`config.mk`:
```
export PLATFORM = sky130hd
export DESIGN_NAME = bram_dump_reader
export DESIGN_NICKNAME = d
export VERILOG_FILES = /design/src/rtl/bram_dump_reader_pkg.sv /design/src/rtl/bram_dump_reader_word_serializer.sv /design/src/rtl/bram_dump_reader.sv
export SDC_FILE = /design/constraint.sdc
export NUM_CORES = 1
export LEC_CHECK = 0
export ABC_AREA = 1
export BUFFER_PORTS_ARGS = -buffer_cell sky130_fd_sc_hd__buf_2
export CORE_MARGIN = 3
export CORE_UTILIZATION = 40
export DETAILED_ROUTE_END_ITERATION = 7
export SYNTH_ARGS = -nofsm -noshare
export SYNTH_HDL_FRONTEND = slang
export SYNTH_SLANG_ARGS = --single-unit
```
`constraint.sdc`:
```
create_clock -name clk -period 2.2 [get_ports clk]
set_input_delay 0 -clock clk [delete_from_list [all_inputs] [get_ports clk]]
set_output_delay 0 -clock clk [all_outputs]
set_load 0.01 [all_outputs]
```
`src/rtl/bram_dump_reader_pkg.sv`:
```
// Shared types and sizing helpers for the BRAM dump reader.
// Latency: none (types and constant functions only).
// Backpressure: not applicable.
package bram_dump_reader_pkg;

  typedef enum logic [2:0] {
    S_IDLE,
    S_REQ,
    S_WAIT,
    S_SEND,
    S_DONE
  } state_t;

  function automatic int bytes_per_word(input int ram_width);
    return ram_width / 8;
  endfunction

  // One bit minimum so an 8-bit word still gets a legal index vector
  function automatic int byte_idx_w(input int ram_width);
    return (ram_width / 8 > 1) ? $clog2(ram_width / 8) : 1;
  endfunction

  function automatic bit ram_width_ok(input int ram_width);
    return (ram_width > 0) && (ram_width % 8 == 0);
  endfunction

endpackage

```
`src/rtl/bram_dump_reader_word_serializer.sv`:
```
// Holds one BRAM word and presents it as bytes, least-significant first.
// Latency: byte 0 valid the cycle after load; one byte per cycle while tx_rdy is high.
// Backpressure: tx_rdy low freezes tx_vld and tx_dat until the byte is taken.
module bram_dump_reader_word_serializer
  import bram_dump_reader_pkg::*;
#(
  parameter int RAM_WIDTH = 32
) (
  input  logic                 clk,
  input  logic                 rst_n,
  input  logic                 load_vld,
  input  logic [RAM_WIDTH-1:0] load_dat,
  output logic [7:0]           tx_dat,
  output logic                 tx_vld,
  input  logic                 tx_rdy,
  output logic                 last_acc
);

  localparam int BYTES_PER_WORD = bytes_per_word(RAM_WIDTH);
  localparam int IDX_W          = byte_idx_w(RAM_WIDTH);
  localparam logic [IDX_W-1:0] LAST_IDX = IDX_W'(BYTES_PER_WORD - 1);

  logic [RAM_WIDTH-1:0] sh_q;
  logic [IDX_W-1:0]     idx_q;
  logic                 vld_q;

  assign tx_dat   = sh_q[7:0];
  assign tx_vld   = vld_q;
  assign last_acc = vld_q && tx_rdy && (idx_q == LAST_IDX);

  always_ff @(posedge clk or negedge rst_n) begin
    if (!rst_n) begin
      sh_q  <= '0;
      idx_q <= '0;
      vld_q <= 1'b0;
    end else if (load_vld) begin
      sh_q  <= load_dat;
      idx_q <= '0;
      vld_q <= 1'b1;
    end else if (vld_q && tx_rdy) begin
      sh_q  <= sh_q >> 8;
      idx_q <= idx_q + 1'b1;
      if (idx_q == LAST_IDX) begin
        vld_q <= 1'b0;
      end
    end
  end

endmodule

```
`src/rtl/bram_dump_reader.sv`:
```
// Dumps BRAM words 0..N_WORDS-1 as a byte stream over valid/ready.
// Latency: first byte valid 3 cycles after start; 2 + RAM_WIDTH/8 cycles per word at full rate.
// Backpressure: i_tx_ready low stalls the current byte; no further BRAM reads until the word drains.
module bram_dump_reader
  import bram_dump_reader_pkg::*;
#(
  parameter int RAM_WIDTH     = 32,
  parameter int RAM_ADDR_NBIT = 15,
  parameter int N_WORDS       = 2**RAM_ADDR_NBIT - 1
) (
  input  logic                     clk,
  input  logic                     rst_n,
  input  logic                     i_start,
  input  logic                     i_mem_done,
  output logic                     o_read,
  output logic [RAM_ADDR_NBIT-1:0] o_addr,
  input  logic [RAM_WIDTH-1:0]     i_rdata,
  output logic [7:0]               o_tx_data,
  output logic                     o_tx_valid,
  input  logic                     i_tx_ready,
  output logic                     o_busy,
  output logic                     o_done
);

  if (!ram_width_ok(RAM_WIDTH)) begin : g_bad_width
    $error("bram_dump_reader: RAM_WIDTH must be a positive multiple of 8");
  end

  localparam logic [RAM_ADDR_NBIT-1:0] LAST_WORD = RAM_ADDR_NBIT'(N_WORDS - 1);

  state_t                   state_q, state_d;
  logic [RAM_ADDR_NBIT-1:0] word_cnt_q, word_cnt_d;
  logic                     last_acc;

  always_comb begin
    state_d    = state_q;
    word_cnt_d = word_cnt_q;
    case (state_q)
      S_IDLE: begin
        if (i_start && i_mem_done) begin
          state_d    = S_REQ;
          word_cnt_d = '0;
        end
      end
      S_REQ:  state_d = S_WAIT;
      S_WAIT: state_d = S_SEND;
      S_SEND: begin
        if (last_acc) begin
          if (word_cnt_q == LAST_WORD) begin
            state_d = S_DONE;
          end else begin
            state_d    = S_REQ;
            word_cnt_d = word_cnt_q + 1'b1;
          end
        end
      end
      S_DONE:  state_d = S_IDLE;
      default: state_d = S_IDLE;
    endcase
  end

  // Read-port and status outputs are registered from the next state
  always_ff @(posedge clk or negedge rst_n) begin
    if (!rst_n) begin
      state_q    <= S_IDLE;
      word_cnt_q <= '0;
      o_read     <= 1'b0;
      o_addr     <= '0;
      o_busy     <= 1'b0;
      o_done     <= 1'b0;
    end else begin
      state_q    <= state_d;
      word_cnt_q <= word_cnt_d;
      o_read     <= (state_d == S_REQ);
      if (state_d == S_REQ) begin
        o_addr <= word_cnt_d;
      end
      o_busy     <= (state_d != S_IDLE) && (state_d != S_DONE);
      o_done     <= (state_d == S_DONE);
    end
  end

  bram_dump_reader_word_serializer #(
    .RAM_WIDTH (RAM_WIDTH)
  ) u_ser (
    .clk      (clk),
    .rst_n    (rst_n),
    .load_vld (state_q == S_WAIT),
    .load_dat (i_rdata),
    .tx_dat   (o_tx_data),
    .tx_vld   (o_tx_valid),
    .tx_rdy   (i_tx_ready),
    .last_acc (last_acc)
  );

endmodule

```
==> results of run 1 <==
[worst min path at each step]
stage | to | slack [ns] | depth (start not counted)
after floorplan | o_addr[0]$_DFFE_PN0N_ | -0.30 | 0
after global placement | u_ser.sh_q[6]$_DFFE_PN0P_ | 0.03 | 1
after detailed placement | u_ser.sh_q[6]$_DFFE_PN0P_ | 0.04 | 1
after CTS | u_ser.tx_vld$_DFFE_PN0P_ | 0.14 | 4
after global routing | u_ser.tx_vld$_DFFE_PN0P_ | 0.20 | 4
final | u_ser.tx_vld$_DFFE_PN0P_ | 0.15 | 4
[registers in the layout, summed over array words and instances, names as in the netlist, 2 cells and up]
| signal | flops |
|---|---|
| u_ser.idx_q | 2 |
| state_q | 3 |
| word_cnt_q | 15 |
| o_addr | 15 |
| u_ser.sh_q | 32 |
[kinds of logic after synthesis]
kind of cell | synth area share (%)
compound gates | 3.303
xor+xnor | 0.4972
fa+ha+maj | 1.065
buf+inv | 8.026
flops | 50.43
simple gates | 36.68
[synthesized netlist by cell type (3+ instances only)]
| master | instances | share of area (%) |
|---|---|---|
| buf_2 | 5 | 0.71 |
| nand2_2 | 3 | 0.53 |
| nand3_1 | 66 | 9.4 |
| nor2_1 | 46 | 4.9 |
| a31oi_1 | 13 | 2.3 |
| nor2_2 | 3 | 0.53 |
| nand2_1 | 157 | 17 |
| inv_1 | 32 | 3.4 |
| clkbuf_1 | 11 | 1.2 |
| nand4_1 | 13 | 2.3 |
| ha_1 | 3 | 1.1 |
| dfrtp_1 | 71 | 50 |
| buf_4 | 8 | 1.7 |
| o21ai_0 | 4 | 0.57 |
[worst max-delay path, stage by stage (launching register included)]
cell     delay (ns)
dfrtp_1        0.38
ha_1           0.16
nand3_1        0.23
inv_2          0.24
nand3_1        0.11
nor2_2         0.30
nand2_1        0.08
nand2_1        0.06
nand2_1        0.05
o21ai_0        0.15
[metal layers]
layer	vias up	share of wire (%)	GRT usage (%)
li1	1620	-	-
met1	1483	49	27.66
met2	69	45	28.58
met3	10	4.7	3.405
met4	0	1.5	6.618
met5	-	0	0
[cell type report]
class	instances	area share [%]
Multi-Input combinational cell	319	32.90
Clock buffer	9	2.784
Sequential cell	71	39.93
Timing Repair Buffer	106	16.20
Tap cell	105	2.953
Inverter	34	2.925
Clock inverter	7	2.306
[power by group through the flow]
stage / registers (mW) / logic (mW) / clock network (mW)
after floorplan: 2.22 / 1.43 / 0
after global placement: 2.23 / 1.90 / 0
after detailed placement: 2.24 / 1.94 / 0
after CTS: 2.23 / 1.99 / 1.22
after global routing: 2.30 / 2.27 / 1.28
final: 2.22 / 1.96 / 1.20
==> out/qor.yml, run 1 <==
status: "finished, final reports clean"
grt_max_degree: 59
dpl.hpwl_mm: 5.920
rsz0062_at_grt: "false"
power.leakage_nw: 2.324
reg2reg_from: "u_ser.idx_q[0]$_DFFE_PN0P_"
port_buffers: 63
antenna_found_initial: 0
hold_buffers: 33
layout_commonest_cell: "nand2_1"
finalWirelength_mm: 8.684
ir_drop_mv: 0.5799
startpoint_type: "flop"
io_pins: 64
dpl.cell_count: 602
fin_area_mm2: 0.004449
pre_cts_ws_ns: 0.3773
netlist_instances: 451
reg2reg_slack_ns: 0.36
endpoint_kind: "flop"
num_rows: 33
grt-ovfl-total: 0
cts_inserted_buffers: 9
synthesis.area_mm2: 0.003523
stdcell_count: 651
worstHoldPathType: "input pin to flop"
ys_seq_elements: 71
die_height_um: 99.86
r2r_end: "o_addr[5]$_DFFE_PN0N_"
setup_viol: 0
hold_start: "i_tx_ready"
period_share_pct: 83.84
dieWidth_um: 99.86
hold_slack_ns: 0.1483
ant_nets: 0
async_flop_share_pct: 100.0
cap_violations: 0
grt_pass1_vias: 3122
p_sw_mw: 2.116
fin_tns_setup_ns: 0
worstMarginPinSlew_ns: 0.5825
ys_seq_area_share_pct: 50.43
core_area_mm2: 0.008382
fill_cells: 836
clk_pin_slew_ns: 0.08
cp.arrival_ns: 2.11
switching_share_pct: 39.31
finalPower_mw: 5.382
grt_usage_pct: 19.01
wl_per_cell_um: 13.34
finClkSkew_ns: 0.008665
hold_viol: 0
reg2reg_depth: 9
area_growth_pct: 26.28
synth.avg_cell_area_um2: 7.812
powerDensity_mw_per_mm2: 1210
crit_required_ns: 2.47
crit_type: "flop to flop"
finish.net_count: 581
crit_path_end: "o_addr[5]$_DFFE_PN0N_"
yosysWarnings: 0
insertedDiodeCount: 0
final_layout_size_suffix_gt1_share_pct: 19.05
finalMaxSlewViolations: 0
first_pass_iters: 5
vias_per_cell: 4.888
post_cts_buffers: 0
vias: 3182
intPower_mw: 3.266
slew_headroom_pct: 61.17
synth-edff-count: 0
cts_resized: 0
cts_tree: "built"
seqPwrFrac_pct: 41.3
die_area_mm2: 0.009971
clockBufferDepth: 2
regArea_mm2: 0.001777
multi_input_area_mm2: 0.001464
gp_congestion: 0.9194
fin_crit_ns: 1.845
grt_pass1_wl_mm: 15.27
drtIter0Drc: 203
clkPwrFrac_pct: 22.2
ctsRootBufferMaster: "clkbuf_8"
crit_fanout: 10
h-tree-depth: 3
start_util_pct: 42.04
clock_sinks: 71
fin_util_pct: 53.08
ys_types: 26
max_freq_ghz: 0.5422
syn-num-nets: 491
layout_common_cells: "157 x nand2_1, 71 x dfrtp_1, 66 x nand3_1, 63 x buf_2, 46 x nor2_1"
p_comb_share_pct: 36.4
clock_latency_ns: 0.35
fin_ws_ns: 0.3555
ys.flop_type: "dfrtp_1"
drc: 0
startpoint: "u_ser.idx_q[0]$_DFFE_PN0P_"
postPlaceCellArea_mm2: 0.003892
Note: power is estimated with default switching activity, not from simulation.
==> run 2: changes to the inputs <==
- clock period: 2.2 -> 1.55 ns (I/O delays scaled with it)
==> run 2 against run 1 <==
  * The run now ends with negative setup slack left
  * Sequential share of layout area decreased by 4.3 points
  * Clock power increased by 19%
  * Critical path type unchanged
  * Non-clock buffer count increased by 50
  * Die area unchanged
  * Total power increased by 54%
  * Sequential cell count unchanged
  * Largest cell class unchanged
  * Cell area increased by 12%
==> out/qor.yml, run 2 (synthesized netlist as in run 1, its figures left out) <==
seqPwrFrac_pct: 37.4
crit_fanout: 8
grt_use_met3_pct: 3.405
max_freq_ghz: 0.6172
ctsRootBufferMaster: "clkbuf_8"
core_area_mm2: 0.008382
grt_pass1_vias: 3225
insertedDiodeCount: 0
die_height_um: 99.86
worstMarginPinSlew_ns: 0.3708
setup_viol: 15
vias: 3347
powerDensity_mw_per_mm2: 1657
largest_reg_flops: 32
start_util_pct: 42.04
area_growth_pct: 41.58
finalPower_mw: 8.267
first_pass_iters: 4
layout_commonest_cell: "nand2_1"
intPower_mw: 5.045
power.leakage_nw: 2.595
final_layout_size_suffix_gt1_share_pct: 30.54
ir_drop_mv: 1.193
cts_inserted_buffers: 9
io_pins: 64
grt_pass1_wl_mm: 15.50
largest_register: "u_ser.sh_q"
use_met1_pct: 28.75
grt_max_degree: 72
finalWirelength_mm: 9.320
endpoint_kind: "flop"
worstHoldPathCells: 4
finalMaxSlewViolations: 0
largest_registers: "u_ser.sh_q: 32 flops, o_addr: 15 flops, word_cnt_q: 15 flops"
hold_viol: 0
grt_usage_pct: 19.52
violations: "negative setup slack"
clockBufferDepth: 2
clock_latency_ns: 0.33
grt_use_met2_pct: 29.45
clk_pin_slew_ns: 0.07
clkPwrFrac_pct: 17.3
clock_sinks: 71
multi_input_area_mm2: 0.001608
p_comb_share_pct: 45.3
vias_per_cell: 4.775
wl_per_cell_um: 13.30
grt-ovfl-total: 0
status: "finished with violations"
fin_ws_ns: -0.07021
finClkSkew_ns: 0.007408
slew_headroom_pct: 75.28
layout_common_cells: "146 x nand2_1, 71 x dfrtp_1, 63 x buf_2, 61 x nand3_1, 53 x buf_4"
ant_nets: 0
switching_share_pct: 38.98
worstHoldPathType: "input pin to flop"
cp.arrival_ns: 1.88
p_sw_mw: 3.222
h-tree-depth: 3
drtIter0Drc: 150
dieWidth_um: 99.86
reg2reg_depth: 13
regArea_mm2: 0.001777
antenna_found_initial: 0
drc: 0
rsz0062_at_grt: "true"
top_usage_layer: "met2"
fin_util_pct: 59.52
cap_violations: 0
port_buffers: 63
finish.net_count: 632
cts_tree: "built"
startpoint_type: "flop"
die_area_mm2: 0.009971
fin_crit_ns: 1.620
crit_required_ns: 1.81
dpl.hpwl_mm: 6.165
fill_cells: 790
num_rows: 33
period_share_pct: 104.5
crit_type: "flop to flop"
gp_congestion: 0.9020
run 2: cell count changes in the layout (fill, tap and decap cells not counted), sizes merged:
cell / previous run / this run
clkinv: 1 / 5
buf: 73 / 123
clkinvlp: 1 / 0
nand2: 163 / 164
bufinv: 2 / 1
inv: 37 / 34
run 2: cell type report:
class / instances / area share, %
clock buffer: 9 / 2.483
inverter: 34 / 2.759
tap: 105 / 2.634
sequential: 71 / 35.62
timing repair buffer: 156 / 23.02
multi-input combinational: 320 / 32.23
clock inverter: 6 / 1.254
run 2: power groups by stage:
| stage | Combinational [mW] | Sequential [mW] | Clock [mW] |
|---|---|---|---|
| after floorplan | 2.04 | 3.14 | 0 |
| after global placement | 3.32 | 3.06 | 0 |
| after detailed placement | 3.37 | 3.09 | 0 |
| after CTS | 3.65 | 3.07 | 1.49 |
| after global routing | 4.23 | 3.19 | 1.57 |
| final | 3.75 | 3.09 | 1.43 |
run 2: per-stage QoR:
step                TNS [ns]  std cells  cell area (µm²)  hold WS, ns  worst slack, ns
global placement      -4.792        640             4205      0.05600          -0.3427
global route          -2.624        701             4989      0.08311          -0.1722
CTS                   -1.539        697             4872      0.07149          -0.1092
detailed placement    -6.057        640             4205      0.06110          -0.4304
finish               -0.7722        701             4989      0.06612         -0.07021
floorplan            -0.4429        451             3526      -0.2956         -0.05327
run 2: worst paths after layout:
kind | start | endpoint | slack [ns]
worst max-delay path | word_cnt_q[0]$_DFF_PN0_ | o_addr[1]$_DFFE_PN0N_ | -0.07
worst min-delay path | i_tx_ready | u_ser.tx_vld$_DFFE_PN0P_ | 0.07
worst max register to register | word_cnt_q[0]$_DFF_PN0_ | o_addr[1]$_DFFE_PN0N_ | -0.07
worst min register to register | o_addr[11]$_DFFE_PN0N_ | o_addr[11]$_DFFE_PN0N_ | 0.47
max in group asynchronous | rst_n | o_addr[1]$_DFFE_PN0N_ | 1.05
min in group asynchronous | rst_n | u_ser.sh_q[5]$_DFFE_PN0P_ | 0.21
run 2: worst max-delay path, stage by stage, from the launching register on:
cell	delay, ns
dfrtp_1	0.39
inv_2	0.08
ha_4	0.14
nand2_4	0.05
nor2_4	0.09
nand2_2	0.07
nor2_4	0.14
nand2_2	0.09
nand2_4	0.07
nand2_4	0.07
nand2_8	0.11
buf_12	0.14
nand2_4	0.04
o21ai_1	0.06
run 2: what timing repair did:
| action | 4_1_cts | 5_1_grt |
|---|---|---|
| gates cloned | 1 | 0 |
| pin swaps | 8 | 14 |
| hold buffers | 33 | 0 |
| hold endpoints to repair | 103 | 0 |
| endpoints found under the setup margin | 28 | 35 |
| buffers inserted | 8 | 4 |
| resized for setup | 21 | 25 |
run 2: layer usage:
layer  up-vias  wire length [µm]
met3         8               300
met1      1557              4677
met5         -                 0
met4         0               113
met2        62              4229
li1       1720                 -
